File: src/rtl/board_frame_renderer.sv
// -----------------------------------------------------------------------------
// board_frame_renderer
//
// Renders a square board of BOARD_DIM x BOARD_DIM cells into a virtual
// framebuffer, one pixel per clock, through a simple address/data/strobe
// write port. Each start request scans the full framebuffer once in raster
// order. Board contents and cursor are snapshotted at start, so the game
// logic may keep changing its inputs while a frame is being drawn.
//
// Ports:
//   clk        system clock
//   rst        asynchronous active-low reset
//   start      one-cycle render request (ignored unless idle)
//   board      packed cell status, cell (x,y) at [(y*BOARD_DIM+x)*CELL_BITS +: CELL_BITS]
//   cursor_x   cursor column (values >= BOARD_DIM give no highlight)
//   cursor_y   cursor row
//   cursor_en  enable the cursor outline
//   fb_addr    framebuffer write address (py*FB_WIDTH+px)
//   fb_data    RGB888 pixel data
//   fb_we      write strobe, one pixel per asserted cycle
//   busy       high while pixels are being written
//   done       one-cycle pulse after the last pixel
// -----------------------------------------------------------------------------
module board_frame_renderer #(
   parameter int BOARD_DIM   = 8,
   parameter int CELL_BITS   = 3,
   parameter int SQUARE_PX   = 15,
   parameter int FB_WIDTH    = 160,
   parameter int FB_HEIGHT   = 120,
   parameter int X_OFFSET    = 20,
   parameter int Y_OFFSET    = 0,
   parameter int PIECE_INSET = 3,
   parameter int ADDR_W      = 15
) (
   input  logic                                     clk,
   input  logic                                     rst,
   input  logic                                     start,
   input  logic [BOARD_DIM*BOARD_DIM*CELL_BITS-1:0] board,
   input  logic [3:0]                               cursor_x,
   input  logic [3:0]                               cursor_y,
   input  logic                                     cursor_en,
   output logic [ADDR_W-1:0]                        fb_addr,
   output logic [23:0]                              fb_data,
   output logic                                     fb_we,
   output logic                                     busy,
   output logic                                     done
);

   localparam int BOARD_BITS = BOARD_DIM * BOARD_DIM * CELL_BITS;
   localparam int BOARD_PX   = BOARD_DIM * SQUARE_PX;
   localparam int PXW        = $clog2(FB_WIDTH + 1);
   localparam int PYW        = $clog2(FB_HEIGHT + 1);
   localparam int OW         = $clog2(SQUARE_PX + 1);
   localparam int IW         = $clog2(BOARD_BITS);

   localparam logic [PXW-1:0] PX_LAST    = PXW'(FB_WIDTH - 1);
   localparam logic [PYW-1:0] PY_LAST    = PYW'(FB_HEIGHT - 1);
   localparam logic [PXW-1:0] X_LO       = PXW'(X_OFFSET);
   localparam logic [PYW-1:0] Y_LO       = PYW'(Y_OFFSET);
   localparam logic [PXW-1:0] X_SPAN     = PXW'(BOARD_PX);
   localparam logic [PYW-1:0] Y_SPAN     = PYW'(BOARD_PX);
   localparam logic [PXW-1:0] X_TAIL     = PXW'(FB_WIDTH - X_OFFSET);
   localparam logic [PYW-1:0] Y_TAIL     = PYW'(FB_HEIGHT - Y_OFFSET);
   localparam logic [OW-1:0]  OFF_LAST   = OW'(SQUARE_PX - 1);
   localparam logic [OW-1:0]  INSET      = OW'(PIECE_INSET);
   localparam logic [OW-1:0]  PIECE_SPAN = OW'(SQUARE_PX - 2 * PIECE_INSET);

   localparam logic [23:0] COL_BG     = 24'h000040;
   localparam logic [23:0] COL_CURSOR = 24'hFFFF00;
   localparam logic [23:0] COL_LIGHT  = 24'hF0D9B5;
   localparam logic [23:0] COL_DARK   = 24'hB58863;

   typedef enum logic [1:0] {
      S_IDLE   = 2'd0,
      S_DRAW   = 2'd1,
      S_FINISH = 2'd2
   } state_t;

   state_t                  state_q, state_d;
   logic [PXW-1:0]          px_q, px_d, cx_q, cx_d;
   logic [PYW-1:0]          py_q, py_d, cy_q, cy_d;
   logic [OW-1:0]           ox_q, ox_d, oy_q, oy_d;
   logic [BOARD_BITS-1:0]   snap_board_q, snap_board_d;
   logic [3:0]              snap_cx_q, snap_cx_d, snap_cy_q, snap_cy_d;
   logic                    snap_cen_q, snap_cen_d;
   logic [ADDR_W-1:0]       fb_addr_q, fb_addr_d;
   logic [23:0]             fb_data_q, fb_data_d;
   logic                    fb_we_q, fb_we_d, busy_q, busy_d, done_q, done_d;

   logic [PXW-1:0]          px_rel_s, px_rel_n_s;
   logic [PYW-1:0]          py_rel_s, py_rel_n_s;
   logic                    x_started_s, y_started_s;
   logic [OW-1:0]           ox_rel_s, oy_rel_s;
   logic                    in_board_s, on_edge_s, cur_hit_s, in_piece_s;
   logic [IW-1:0]           bit_base_s;
   logic [CELL_BITS-1:0]    status_s;
   logic [23:0]             colour_s;

   function automatic logic [23:0] piece_colour(input logic [CELL_BITS-1:0] st);
      logic [23:0] c;
      case (st)
         CELL_BITS'(1): c = 24'hFF0000;
         CELL_BITS'(2): c = 24'h202020;
         CELL_BITS'(3): c = 24'hFF8080;
         CELL_BITS'(4): c = 24'h808080;
         default:       c = 24'hFF00FF;   // illegal status marker
      endcase
      return c;
   endfunction

   // Unsigned wrap-around trick: (p - LO) < SPAN is true exactly for LO <= p < LO+SPAN,
   // because values below LO wrap to a number larger than any legal span.
   assign px_rel_s    = px_q - X_LO;
   assign py_rel_s    = py_q - Y_LO;
   assign x_started_s = (px_rel_s < X_TAIL);
   assign y_started_s = (py_rel_s < Y_TAIL);

   // FSM next state, raster/cell counters, snapshot and registered-output controls
   always_comb begin
      state_d      = state_q;
      px_d         = px_q;
      py_d         = py_q;
      cx_d         = cx_q;
      cy_d         = cy_q;
      ox_d         = ox_q;
      oy_d         = oy_q;
      snap_board_d = snap_board_q;
      snap_cx_d    = snap_cx_q;
      snap_cy_d    = snap_cy_q;
      snap_cen_d   = snap_cen_q;
      fb_addr_d    = fb_addr_q;
      fb_we_d      = 1'b0;
      busy_d       = 1'b0;
      done_d       = 1'b0;
      case (state_q)
         S_IDLE: begin
            if (start) begin
               snap_board_d = board;
               snap_cx_d    = cursor_x;
               snap_cy_d    = cursor_y;
               snap_cen_d   = cursor_en;
               px_d         = '0;
               py_d         = '0;
               cx_d         = '0;
               cy_d         = '0;
               ox_d         = '0;
               oy_d         = '0;
               fb_addr_d    = '0;
               fb_we_d      = 1'b1;
               busy_d       = 1'b1;
               state_d      = S_DRAW;
            end else begin
               state_d = S_IDLE;
            end
         end
         S_DRAW: begin
            if ((px_q == PX_LAST) && (py_q == PY_LAST)) begin
               done_d  = 1'b1;
               state_d = S_FINISH;
            end else begin
               fb_we_d   = 1'b1;
               busy_d    = 1'b1;
               fb_addr_d = fb_addr_q + ADDR_W'(1);
               if (px_q == PX_LAST) begin
                  px_d = '0;
                  cx_d = '0;
                  ox_d = '0;
                  py_d = py_q + PYW'(1);
                  // Cell row counters only run once the raster is at or below the board top.
                  if (y_started_s) begin
                     if (oy_q == OFF_LAST) begin
                        oy_d = '0;
                        cy_d = cy_q + PYW'(1);
                     end else begin
                        oy_d = oy_q + OW'(1);
                     end
                  end else begin
                     oy_d = oy_q;
                  end
               end else begin
                  px_d = px_q + PXW'(1);
                  if (x_started_s) begin
                     if (ox_q == OFF_LAST) begin
                        ox_d = '0;
                        cx_d = cx_q + PXW'(1);
                     end else begin
                        ox_d = ox_q + OW'(1);
                     end
                  end else begin
                     ox_d = ox_q;
                  end
               end
            end
         end
         S_FINISH: begin
            state_d = S_IDLE;
         end
         default: begin
            state_d = S_IDLE;
         end
      endcase
   end

   // Colour of the pixel about to be presented, from next-state counters and snapshot
   always_comb begin
      px_rel_n_s = px_d - X_LO;
      py_rel_n_s = py_d - Y_LO;
      in_board_s = (px_rel_n_s < X_SPAN) && (py_rel_n_s < Y_SPAN);
      on_edge_s  = (ox_d == '0) || (ox_d == OFF_LAST) || (oy_d == '0) || (oy_d == OFF_LAST);
      cur_hit_s  = snap_cen_d && (cx_d == PXW'(snap_cx_d)) && (cy_d == PYW'(snap_cy_d));
      ox_rel_s   = ox_d - INSET;
      oy_rel_s   = oy_d - INSET;
      in_piece_s = (ox_rel_s < PIECE_SPAN) && (oy_rel_s < PIECE_SPAN);
      if (in_board_s) begin
         bit_base_s = IW'((32'(cy_d) * BOARD_DIM + 32'(cx_d)) * CELL_BITS);
      end else begin
         bit_base_s = '0;
      end
      status_s = snap_board_d[bit_base_s +: CELL_BITS];
      if (!in_board_s) begin
         colour_s = COL_BG;
      end else if (cur_hit_s && on_edge_s) begin
         colour_s = COL_CURSOR;
      end else if ((status_s != '0) && in_piece_s) begin
         colour_s = piece_colour(status_s);
      end else if ((cx_d[0] ^ cy_d[0]) == 1'b0) begin
         colour_s = COL_LIGHT;
      end else begin
         colour_s = COL_DARK;
      end
   end

   // Pixel data register loads only when a write is being presented
   always_comb begin
      if (fb_we_d) begin
         fb_data_d = colour_s;
      end else begin
         fb_data_d = fb_data_q;
      end
   end

   // State, counters, snapshot and output registers
   always_ff @(posedge clk or negedge rst) begin
      if (!rst) begin
         state_q      <= S_IDLE;
         px_q         <= '0;
         py_q         <= '0;
         cx_q         <= '0;
         cy_q         <= '0;
         ox_q         <= '0;
         oy_q         <= '0;
         snap_board_q <= '0;
         snap_cx_q    <= '0;
         snap_cy_q    <= '0;
         snap_cen_q   <= 1'b0;
         fb_addr_q    <= '0;
         fb_data_q    <= '0;
         fb_we_q      <= 1'b0;
         busy_q       <= 1'b0;
         done_q       <= 1'b0;
      end else begin
         state_q      <= state_d;
         px_q         <= px_d;
         py_q         <= py_d;
         cx_q         <= cx_d;
         cy_q         <= cy_d;
         ox_q         <= ox_d;
         oy_q         <= oy_d;
         snap_board_q <= snap_board_d;
         snap_cx_q    <= snap_cx_d;
         snap_cy_q    <= snap_cy_d;
         snap_cen_q   <= snap_cen_d;
         fb_addr_q    <= fb_addr_d;
         fb_data_q    <= fb_data_d;
         fb_we_q      <= fb_we_d;
         busy_q       <= busy_d;
         done_q       <= done_d;
      end
   end

   assign fb_addr = fb_addr_q;
   assign fb_data = fb_data_q;
   assign fb_we   = fb_we_q;
   assign busy    = busy_q;
   assign done    = done_q;

endmodule

File: config.mk
export PLATFORM = sky130hd
export DESIGN_NAME = board_frame_renderer
export DESIGN_NICKNAME = d
export VERILOG_FILES = /design/src/rtl/board_frame_renderer.sv
export SDC_FILE = /design/constraint.sdc
export NUM_CORES = 1
export LEC_CHECK = 0
export BUFFER_PORTS_ARGS = -buffer_cell sky130_fd_sc_hd__buf_2
export CORE_UTILIZATION = 60
export CTS_CLUSTER_SIZE = 40
export DETAILED_ROUTE_END_ITERATION = 7
export PLACE_DENSITY = 0.8
export SLEW_MARGIN = 20
export SYNTH_ARGS = -nofsm -noshare
export SYNTH_HDL_FRONTEND = slang
export SYNTH_SLANG_ARGS = --single-unit
File: constraint.sdc
create_clock -name clk -period 10.4 [get_ports clk]
set_input_delay 1.56 -clock clk [delete_from_list [all_inputs] [get_ports clk]]
set_output_delay 1.56 -clock clk [all_outputs]
set_load 0.1 [all_outputs]
## Word-level counts from Yosys, hierarchy flattened

Index checks and enable logic that the tools add are counted.

- Output and inout port bits: 42
- ROM bits: 0
- Register bits after elaboration: 282
- Bits in latches: 0
- Memories kept: 0
- Word-level logic and storage cells: 125
- Bits of input ports: 204
- Memory bits (writable): 0

- Equality and inequality tests: 16
- Reductions and logical operators: 16
- Order comparisons: 6
- Add/sub/neg operators: 12
- Multiply operators: 1
- Div/mod/pow operators: 0
- Bitwise gates (word level): 1
- Shift-type cells: 1
- Mux-type cells: 57

Operator list:

| operator | count |
|---|---|
| 192-bit two-way mux | 2 |
| 192-bit by 9-bit indexed part select with 3-bit output | 1 |
| 24-bit one-hot mux with 4 select lines | 1 |
| 24-bit two-way mux | 3 |
| 8-bit two-way mux | 9 |
| 4-bit two-way mux | 14 |
| 7-bit two-way mux | 8 |
| 8-bit one-hot mux with 2 select lines | 2 |
| 15-bit two-way mux | 2 |
| 15-bit one-hot mux with 2 select lines | 1 |
| 7-bit one-hot mux with 2 select lines | 2 |
| 23-bit two-way mux | 1 |
| 8-bit by 1-bit adder with 8-bit output, second input constant | 2 |
| 4-bit == test, second input constant | 4 |
| 4-bit one-hot mux with 2 select lines | 2 |
| 8-bit by 5-bit subtractor with 8-bit output, second input constant | 2 |
| 15-bit by 1-bit adder with 15-bit output, second input constant | 1 |
| 7-bit by 1-bit adder with 7-bit output, second input constant | 2 |
| 7-bit less-than comparator, second input constant | 2 |
| 10-bit by 8-bit adder with 11-bit output | 1 |
| 11-bit by 2-bit multiplier with 8-bit output, second input constant | 1 |
| 4-bit by 1-bit adder with 4-bit output, second input constant | 2 |
| 8-bit by 4-bit == test with 1-bit output | 1 |
| 8-bit == test, second input constant | 1 |
| other kinds (23) | 43 |

## Longest topological paths before layout

Gate-level depths: netlist (run 1).

- Word-level depth: 15
- Gate-level depth with buffers: 29
- Mapped depth without buffers: 26

## Least setup slack after synthesis (run 1)

No wires, ideal clock.

- Path type: input port to flip-flop
- Start: in start
- End: reg fb_data_q[1] (netlist: fb_data[1])
- Setup slack: 3510 ps
- Setup time: 126 ps
- Arrival: 6764 ps
- Stages on the path: 24
- Data required time: 10274 ps
- Buffers on the path: 9
- Cell sequence: o21bai_1 > clkbuf_1 > nand2_1 > o41ai_1 > nor3_2 > inv_2 > clkbuf_1 > buf_2 > buf_2 > buf_1 > ha_1 > fa_1 > clkbuf_1 > clkbuf_1 > clkbuf_1 > clkbuf_1 > a211oi_1 > o22ai_1 > a311oi_1 > nand4_1 > a31oi_2 > and2_1 > nor3_2 > a221o_1

- Elaborated cells on any way between the ends: 59
- Classes of those cells: 4 x add/sub; 1 x mul; 4 x order compare; 8 x eq/ne; 1 x shift; 28 x mux; 1 x bitwise; 12 x reduce/logical

RTL lines:

| element | line | RTL |
|---|---|---|
| start, declared | 37 | `input logic start,` |
| 8-bit two-way mux (*) | 137 | `if (start) begin` |
| 8-bit one-hot mux with 2 select lines (*) | 135 | `case (state_q)` |
| net cx_d[0] | 80 | `logic [PXW-1:0] px_q, px_d, cx_q, cx_d;` |
| 10-bit by 8-bit adder with 11-bit output | 215 | `bit_base_s = IW'((32'(cy_d) * BOARD_DIM + 32'(cx_d)) * CELL_BITS);` |
| 11-bit by 2-bit multiplier with 8-bit output | 215 |  |
| 8-bit two-way mux | 214 | `if (in_board_s) begin` |
| 192-bit by 9-bit indexed part select with 3-bit output | 219 | `status_s = snap_board_d[bit_base_s +: CELL_BITS];` |
| 3-bit == test (tied with other cells) | 101 | `case (st)` |
| 24-bit one-hot mux with 4 select lines / 1-bit logical AND (equally long branches) | 101, 224 |  |
| 24-bit two-way mux | 224 | `end else if ((status_s != '0) && in_piece_s) begin` |
| 24-bit two-way mux (*) | 222 | `end else if (cur_hit_s && on_edge_s) begin` |
| 24-bit two-way mux (*) | 220 | `if (!in_board_s) begin` |
| end signal, assigned | 274 | `fb_data_q <= fb_data_d;` |
| end, declared | 87 | `logic [23:0] fb_data_q, fb_data_d;` |

Mark *: on every way through the listed nets, which the timed path passes. The rest lies on a longest branch.
A chain may end at the register's enable or synchronous reset.

## Final worst setup path (run 1)

- Start: reg px_q[0]
- End: reg fb_data_q[1] (netlist: fb_data[1])

- Cells in the longest elaborated chain, start to end: 15
- Elaborated cells on any way between the ends: 65
- Classes of those cells: 6 x add/sub; 1 x mul; 5 x order compare; 9 x eq/ne; 1 x shift; 29 x mux; 1 x bitwise; 13 x reduce/logical

RTL lines:

| element | line | RTL |
|---|---|---|
| start, declared | 80 |  |
| start signal, assigned | 263 | `px_q <= px_d;` |
| 8-bit by 5-bit subtractor with 8-bit output | 113 | `assign px_rel_s = px_q - X_LO;` |
| 8-bit less-than comparator | 115 | `assign x_started_s = (px_rel_s < X_TAIL);` |
| 8-bit two-way mux | 182 | `if (x_started_s) begin` |
| 8-bit two-way mux | 164 | `if (px_q == PX_LAST) begin` |
| 8-bit two-way mux | 157 | `if ((px_q == PX_LAST) && (py_q == PY_LAST)) begin` |
| 8-bit one-hot mux with 2 select lines | 135 |  |
| 10-bit by 8-bit adder with 11-bit output | 215 |  |
| 11-bit by 2-bit multiplier with 8-bit output | 215 |  |
| 8-bit two-way mux | 214 |  |
| 192-bit by 9-bit indexed part select with 3-bit output | 219 |  |
| 3-bit == test (tied with other cells) | 101 |  |
| 24-bit one-hot mux with 4 select lines / 1-bit logical AND (equally long branches) | 101, 224 |  |
| 24-bit two-way mux | 224 |  |
| 24-bit two-way mux | 222 |  |
| 24-bit two-way mux | 220 |  |

Several ways; a longest one is shown, not always the timed one.

==> results of run 1 <==
==> routing by layer <==
layer / GRT usage [%] / up-vias
li1: - / 8209
met1: 55.16 / 8697
met2: 68.49 / 1187
met3: 7.149 / 276
met4: 20.62 / 0
met5: 0 / -
==> cell families (layout without fill, tap and decap cells) <==
kind of cell / count (synthesis) / after routing / synth area share [%]
xor+xnor: 37 / 37 / 1.854
compound gates: 620 / 620 / 22.95
buf+inv: 305 / 474 / 7.292
simple gates: 811 / 811 / 19.32
mux: 149 / 149 / 9.084
flops: 276 / 276 / 37.90
fa+ha+maj: 22 / 22 / 1.593
==> cell usage after synthesis (8+ instances only) <==
cell / count / area (µm²)
sky130_fd_sc_hd__nor3_1: 37 / 185.2
sky130_fd_sc_hd__a311oi_1: 13 / 113.9
sky130_fd_sc_hd__a211o_1: 11 / 96.34
sky130_fd_sc_hd__nand2_1: 443 / 1663
sky130_fd_sc_hd__dfrtp_1: 276 / 6907
sky130_fd_sc_hd__o21ai_0: 144 / 720.7
sky130_fd_sc_hd__o211ai_1: 52 / 390.4
sky130_fd_sc_hd__ha_1: 20 / 250.2
sky130_fd_sc_hd__buf_4: 24 / 180.2
sky130_fd_sc_hd__a221o_1: 9 / 90.09
sky130_fd_sc_hd__a22oi_1: 10 / 75.07
sky130_fd_sc_hd__nand4_1: 23 / 143.9
sky130_fd_sc_hd__xor2_1: 16 / 140.1
sky130_fd_sc_hd__a211oi_1: 34 / 255.2
sky130_fd_sc_hd__a21o_1: 10 / 75.07
sky130_fd_sc_hd__mux2i_1: 135 / 1351
sky130_fd_sc_hd__inv_1: 144 / 540.5
sky130_fd_sc_hd__o21a_1: 8 / 60.06
sky130_fd_sc_hd__and2_1: 9 / 56.30
sky130_fd_sc_hd__nor4_1: 13 / 81.33
sky130_fd_sc_hd__and3_1: 11 / 68.82
sky130_fd_sc_hd__buf_1: 12 / 45.04
sky130_fd_sc_hd__o221ai_1: 17 / 148.9
sky130_fd_sc_hd__a21oi_1: 133 / 665.6
sky130_fd_sc_hd__mux4_2: 13 / 292.8
sky130_fd_sc_hd__clkbuf_1: 57 / 214.0
sky130_fd_sc_hd__xnor2_1: 20 / 175.2
sky130_fd_sc_hd__nand3_1: 51 / 255.2
sky130_fd_sc_hd__buf_2: 62 / 310.3
sky130_fd_sc_hd__a31oi_1: 37 / 231.5
sky130_fd_sc_hd__nor2_1: 172 / 645.6
sky130_fd_sc_hd__o22ai_1: 17 / 106.4
sky130_fd_sc_hd__o31ai_1: 18 / 135.1
sky130_fd_sc_hd__o2111ai_1: 13 / 113.9
==> registers in the layout, indices dropped and copies added, names as in the netlist, 7 cells and up <==
register / flops
fb_data: 18
cy_q: 7
fb_addr: 15
py_q: 7
px_q: 8
snap_board_q: 192
cx_q: 8
==> through the flow <==
stage / total power (µW) / hold slack (ps) / instances / area, µm²
after floorplan: 4074 / 440.7 / 2220 / 18220
after global placement: 4969 / 459.4 / 2733 / 19520
after detailed placement: 5009 / 466.3 / 2733 / 19520
after CTS: 6084 / 482.4 / 2779 / 20460
after global routing: 6503 / 497.4 / 2779 / 20470
final: 6215 / 482.3 / 2779 / 20470
==> area by class of cell <==
cell class	count	area share (%)
sequential	276	33.73
inverter	147	2.719
timing repair buffer	281	7.498
multi-input combinational	1639	49.05
clock buffer	36	3.868
tap	390	2.383
clock inverter	10	0.7517
==> worst min-delay path, cell delays in order (launching register included) <==
cell                      delay, ps
sky130_fd_sc_hd__dfrtp_1        320
sky130_fd_sc_hd__nand2_1         40
sky130_fd_sc_hd__nand2_1         80
==> report_power, final <==
part	internal (µW)	leakage, µW	total, µW	switching (µW)
logic	995	0.00551	3540	2540
clock network	630	0.000470	1060	432
registers	1460	0.00338	1620	161
total	3080	0.00937	6210	3130
==> worst min-delay path by stage <==
stage | end | slack [ps] | depth (start not counted)
final | snap_board_q[1] | 480 | 2
after global routing | fb_data[15] | 500 | 2
after CTS | snap_board_q[1] | 480 | 2
after detailed placement | fb_data[20] | 470 | 2
after global placement | snap_board_q[1] | 460 | 2
after floorplan | snap_board_q[1] | 440 | 2
==> reports/results.txt, run 1 <==
The run finished with clean final reports. The maximum vdd drop is 0.1946 mV, and the number of antenna-violating nets in the routed design is 0. Setup total negative slack on the finished layout was measured at 0 ps. Summed over all layers, the global routing overflow is 0. Across all layers, the routed design uses 18370 vias.

The worst setup path is launched from a flop. For this run, the share of the core covered by cells in the final layout is 68.72%. The average detailed-routed wire length per instance was 23.85 µm; the total half-perimeter wirelength after legalization and detailed placement was 47.06 mm.

The first detailed-routing pass ran for 8 iterations. The worst-path cell with the longest stage delay is sky130_fd_sc_hd__clkinv_1. STA classifies the critical path endpoint as a flop. The cell that appears most often on the critical path is sky130_fd_sc_hd__buf_4. Count of unique library cells instantiated by Yosys: 98. The routed metal-1 wirelength is 25.29 mm, and the path length in cells of the critical path is 22.

In this run the worst path has a maximum fanout of 41. The routed design uses 30.52 mm of met2 wire. The critical path contains buffers and inverters numbering 4 combined. The number of global-route vias before repair is 17520.

Dividing total power by cell area gives a power density of 303.5 nW/µm². The run gives 0 as the total count of max-transition violations in the final report. The number of cells on the worst reg-to-reg path works out to 22. The first routing iteration left 2572 violations. The worst path uses 70.35% of the clock period. The number of nets handed over by synthesis was 2446.

For this configuration, the core starts out at a cell density of 61.16%. Among all flip-flop cells after synthesis, the most frequent one is sky130_fd_sc_hd__dfrtp_1. The floorplan has 63 rows.

The library cell used most frequently in the layout, excluding fill and tap cells, is sky130_fd_sc_hd__nand2_1. Leakage dissipation: 0.009365 µW. At the placement stage, the worst setup path has a slack of 2868 ps. The startpoint identified for the worst register-to-register timing path is px_q[0]. The min-delay analysis places its worst path in the category reg -> reg. At the worst endpoint, the required time is 10830 ps. Global routing used 42.35% of the available tracks.

Buffers added to address setup during post-CTS repair amount to 0. The count of input and output buffers was 245. In this run the critical register-to-register path is captured at fb_data[1]. The area of the core is 29800 µm², and the clock transition at the registers of the reported paths is 60 ps. The average instance area after synthesis was 8.208 µm²; the full die area was 31070 µm².

TritonCTS built the clock tree. The CTS buffer count is 29, and the detail-routed via count per cell is 6.610. In this run the count of I/O pins placed on the die edge is 246. The logs give 3083 ps for the worst setup margin and 0 for the count of endpoints failing hold in the final timing report. The tool flagged a number of max-cap violations equal to 0. After clock tree synthesis, the repair step resized 0 gates. For the worst setup path, the data arrival time is 7750 ps. The worst register-to-register path has a setup slack of 3080 ps. For this run, design rule violations remaining after detail routing come to 0. Across the routed clock network, the largest skew measured is 24.32 ps.

The pin slew with the least headroom to its limit is 1080 ps, and the net count reported at finish is 2600. The H-tree depth came out at 1. Achievable frequency: 0.1367 GHz. After synthesis the cells add up to 18220 µm².

Clock tree synthesis selected as its root buffer the cell sky130_fd_sc_hd__clkbuf_16. The number of hold buffers added after CTS was 0. The critical path in this run is classified as reg -> reg. The tools report the remaining max-slew budget at the tightest pin as 25.95%. Summed over all layers, the routed wires come to 66.28 mm. For this run, the number of Yosys warnings is 0. The chip height came out at 176.3 µm.

The global placement routability congestion was 1.028. In the final layout, flip-flops and latches occupy 6907 µm². For the clock sink count, the log shows 276. Setup violation total in the final timing report: 0. The run gives 0 as the number of antenna violations at the first check in global routing. The die is 176.3 µm wide.

The tools report the startpoint of the worst hold path as snap_board_q[1]. Counting flops with a built-in enable in the synthesized netlist gives 0. The dominant delay contributor by cell family on the critical path was compound AO/OA/AOI/OAI gates. The clock insertion delay at the later pin of the skew report came out at 570 ps. Following the worst setup path forward leads to its endpoint at fb_data[1]. The run gives 0 as the number of antenna diodes. Synthesis inferred 276 register bits.

Traced cell by cell, the critical path runs through ha_1 -> nand4_1 -> nor2_2 -> o41ai_1 -> nor3_4 -> inv_6 -> ha_4 -> fa_2 -> buf_4 -> clkinv_1 -> a41oi_1 -> o2111ai_4 -> buf_4 -> a311o_1 -> o21ai_0 -> a21oi_1 -> nor4_1 -> a311oi_1 -> a31oi_2 -> and2_1 -> nor3_2 -> a221o_1. The share of async-settable or async-resettable flops after synthesis works out to 100.0%. The highest routing layer actually used was met4. For the finished layout, the period the worst path requires is 7317 ps. The largest buffer count on any clock path came out at 3.

The tools report the sequential fraction of the synthesis area as 37.90%. The first global-routing pass estimated 101.2 mm of wire. The maximum single-stage delay on the critical path was 580 ps. Setup repair after global routing left no endpoint under its margin. The area growth from synthesis to layout is 12.36%.

The detailed-routed wire length on met3 is 6.698 mm. The synthesized instance count came out at 2220. In the layout the commonest cells are 442 x sky130_fd_sc_hd__nand2_1, 276 x sky130_fd_sc_hd__dfrtp_1, 244 x sky130_fd_sc_hd__buf_2. Startpoint of the most critical setup path: px_q[0]. Summing all multi-input logic gate instances after layout gives 10040 µm². The logs give 2459 for the number of fillers in the final layout and 175 for the maximum number of pins on one net before global-route repair. The layout cell share with drive strength beyond 1 is 15.99%.
Power figures use the tool's default switching activity.
==> run 2, diff against run 1 <==
--- a/config.mk
+++ b/config.mk
@@ -5,11 +5,12 @@
 export SDC_FILE = /design/constraint.sdc
 export NUM_CORES = 1
 export LEC_CHECK = 0
+export ABC_AREA = 1
 export BUFFER_PORTS_ARGS = -buffer_cell sky130_fd_sc_hd__buf_2
-export CORE_UTILIZATION = 60
+export CORE_UTILIZATION = 59
 export CTS_CLUSTER_SIZE = 40
 export DETAILED_ROUTE_END_ITERATION = 7
-export PLACE_DENSITY = 0.8
+export PLACE_DENSITY = 0.78
 export SLEW_MARGIN = 20
 export SYNTH_ARGS = -nofsm -noshare
 export SYNTH_HDL_FRONTEND = slang
==> constraint.sdc (replaced) <==
create_clock -name clk -period 7.05 [get_ports clk]
set_input_delay 1.0575 -clock clk [delete_from_list [all_inputs] [get_ports clk]]
set_output_delay 1.0575 -clock clk [all_outputs]
set_load 0.1 [all_outputs]
==> reports/results.txt, run 2 <==
The tools report the count of endpoints failing hold in the final timing report as 0. In the routed design, unresolved DRC markers number 0. The number of detailed-route iterations in the first pass was 6; the final standard cell count with taps included and fillers excluded was 3161. The count of unique library cells instantiated by Yosys was 52. Sequential cells were found to cover 37.38% of the synthesized design area.

Class of the tightest hold or removal check: reg -> reg. The number of synthesized register bits was 276. Clock tree synthesis inserted a total of 31 buffers.

The clock tree root driver cell was sky130_fd_sc_hd__clkbuf_16. Pin placement for this block handled 246 I/O pins. In the final timing run, aggregate negative setup slack is 0 ps. Detailed placement finished with a half-perimeter wire length of 40.52 mm.

The maximum single-stage delay on the critical path was 530 ps; the final wirelength was 60.08 mm. The total count of max-transition violations in the final report was 0; the area of the core was 30670 µm². 0 antenna diodes ended up in the layout.

The fraction of post-synthesis cell area in the top cell type by area is 37.38%, and the layout overhead on the synthesized area is 12.53%. Most common cell in the synthesized netlist: sky130_fd_sc_hd__nand2_1. Library cell with the largest summed area after synthesis: sky130_fd_sc_hd__dfrtp_1. The worst setup path is launched from a flop. The share of async-settable or async-resettable flops after synthesis works out to 100.0%.

Dividing the detail-routed via count by the number of cells gives 6.015. The library cells used most frequently in the layout, excluding fill and tap cells, are 578 x sky130_fd_sc_hd__nand2_1, 516 x sky130_fd_sc_hd__nand3_1, 286 x sky130_fd_sc_hd__inv_1. The worst hold path begins at fb_addr[14]. The tool flagged a number of max-cap violations equal to 0. For the number of antenna violations at the first check in global routing, the log shows 1. The launch point of the worst reg-to-reg path is px_q[0].

Once the clock tree was built, the resizer swapped 0 gates to a different size. Post-detailed-placement cell area: 19730 µm². Ranked by flip-flop count, first place goes to snap_board_q. Counting instances in the post-synthesis netlist gives the leading cell types as 581 x sky130_fd_sc_hd__nand2_1, 516 x sky130_fd_sc_hd__nand3_1, 287 x sky130_fd_sc_hd__inv_1. The run gives 31.61% as the remaining max-slew budget at the tightest pin. The layout cell share with drive strength beyond 1 works out to 18.99%. Setup repair after global routing left no endpoint under its margin.

The count of nets left with antenna violations once routing finished came out at 0. The most instantiated flip-flop cell in the synthesis netlist was sky130_fd_sc_hd__dfrtp_1. The run finished with clean final reports.

Across all layers, the routed design uses 19010 vias. The total number of yosys warnings is 0. Dividing the detail-routed wire length by the instance count gives 19.01 µm.

The row count came out at 64. The full die area was 32030 µm². The highest fanout seen on the critical path was 10. Timing would allow up to 0.1643 GHz. The run gives 18480 µm² as the cell area after synthesis. Setup violations remaining at the end of the flow were counted as 0. The count of input and output buffers is 245, and the worst hold slack across all endpoints is 457.3 ps. For the synthesized instance count, the log shows 2602. After the first detailed-routing iteration, the DRC count stood at 2307. The maximum number of pins on one net before global-route repair was 235; the wire length of the first global-routing pass was 93.56 mm. Data arrives at the worst endpoint at 6530 ps. The total global-route track usage came out at 37.28%.

The register with the most flip-flops in the layout has 192 of them. The initial utilization of the core area, before any placement, comes to 60.24%. The shortest period the worst path allows was 6088 ps. Clock sink count: 276. From bottom edge to top edge, the die measures 179.0 µm. The H-tree depth was 1. At the end of routability-driven placement, the weighted congestion stood at 0.9442. The most common cell after layout, fill and taps aside is sky130_fd_sc_hd__nand2_1. Counting every net in the synthesized netlist gives 2828. On the critical path, the stage with the largest delay is an instance of sky130_fd_sc_hd__fa_1. Most used cell along the critical path: sky130_fd_sc_hd__nand2_1. A synthesized cell averages 7.101 µm². For this design, the CTS-stage hold fixing added 0 buffers. After routing the design area is 20790 µm².

The category of the worst setup path capture point is a flop. For the worst setup path, the data required time is 7490 ps. Yosys mapped a number of flops with a built-in enable equal to 0. After clock tree synthesis, the clock-pin slew on the worst setup and hold paths is 60 ps. The critical setup path kind is reg -> reg. The longest clock path from root to sink contains 3 buffers. At the later pin of the worst-skew pair, clock insertion delay measures 580 ps. TritonCTS built the clock tree. The clock skew after layout was 14.94 ps; the die width was 179.0 µm.

Yosys attributes the largest share of cell area to sky130_fd_sc_hd__dfrtp_1 37%, sky130_fd_sc_hd__nand3_1 14%, sky130_fd_sc_hd__nand2_1 12%. The number of setup buffers added after CTS is 0. For the number of cells after detailed placement, the log shows 3104. The pin slew with the least headroom to its limit was 1026 ps. The logs give 0 for the total congestion overflow and 17590 for the number of global-route vias before repair.

The final worst-path cycle share is 86.35%, and the net count reported at finish is 2967. Tracing the worst setup path back leads to its startpoint at px_q[0].
[run 2: metrics by stage]
stage	setup WS (ps)	util, %
after floorplan	1967	-
after global placement	1186	64.34
after detailed placement	968.2	64.34
after CTS	1071	67.79
after global routing	361.0	67.79
final	962.1	67.79
[run 2: worst paths after layout]
check	to	depth (start not counted)	slack (ps)
hold reg to reg	fb_addr[14]	1	460
min in group asynchronous	snap_board_q[12]	1	510
setup / recovery	fb_data[18]	33	960
setup reg to reg	fb_data[18]	33	960
hold / removal	fb_addr[14]	1	460
max in group asynchronous	snap_board_q[85]	2	5060
[run 2: kinds of logic after synthesis]
family,Yosys count,share of synthesized area [%]
AO/OA/AOI/OAI,306,9.413
XOR/XNOR,16,0.7584
adder cells (fa/ha/maj),22,1.571
buffers and inverters,473,10.86
flip-flops,276,37.38
multiplexers,38,2.059
AND/OR/NAND/NOR,1471,37.96
[run 2: final cells by class]
cell class              instances  area (µm²)
inverters                     295        1115
clock inverters                16       214.0
well taps                     396       495.5
repair buffers                284        1604
flip-flops and latches        276        6907
clock buffers                  41       843.3
fillers                      2697        9878
multi-input cells            1853        9613
[run 2: routing by layer]
metal	vias up	GRT usage [%]	wire length, µm
li1	8941	-	-
met1	8957	54.60	26020
met2	965	54.39	25890
met3	147	6.086	5702
met4	2	15.36	2463
met5	-	0	8
[run 2: critical path, delay by kind of cell, from the launching register on]
| family | cells | cell delay [ps] |
|---|---|---|
| XOR/XNOR | 1 | 160 |
| adder cells (fa/ha/maj) | 4 | 1370 |
| AND/OR/NAND/NOR | 20 | 2550 |
| AO/OA/AOI/OAI | 4 | 890 |
| flip-flops | 1 | 430 |
| buffers and inverters | 4 | 540 |
Power of run 2 is left out: the tool's default activity adds up to more than one toggle a clock period on the data nets, which glitch-free logic cannot reach.
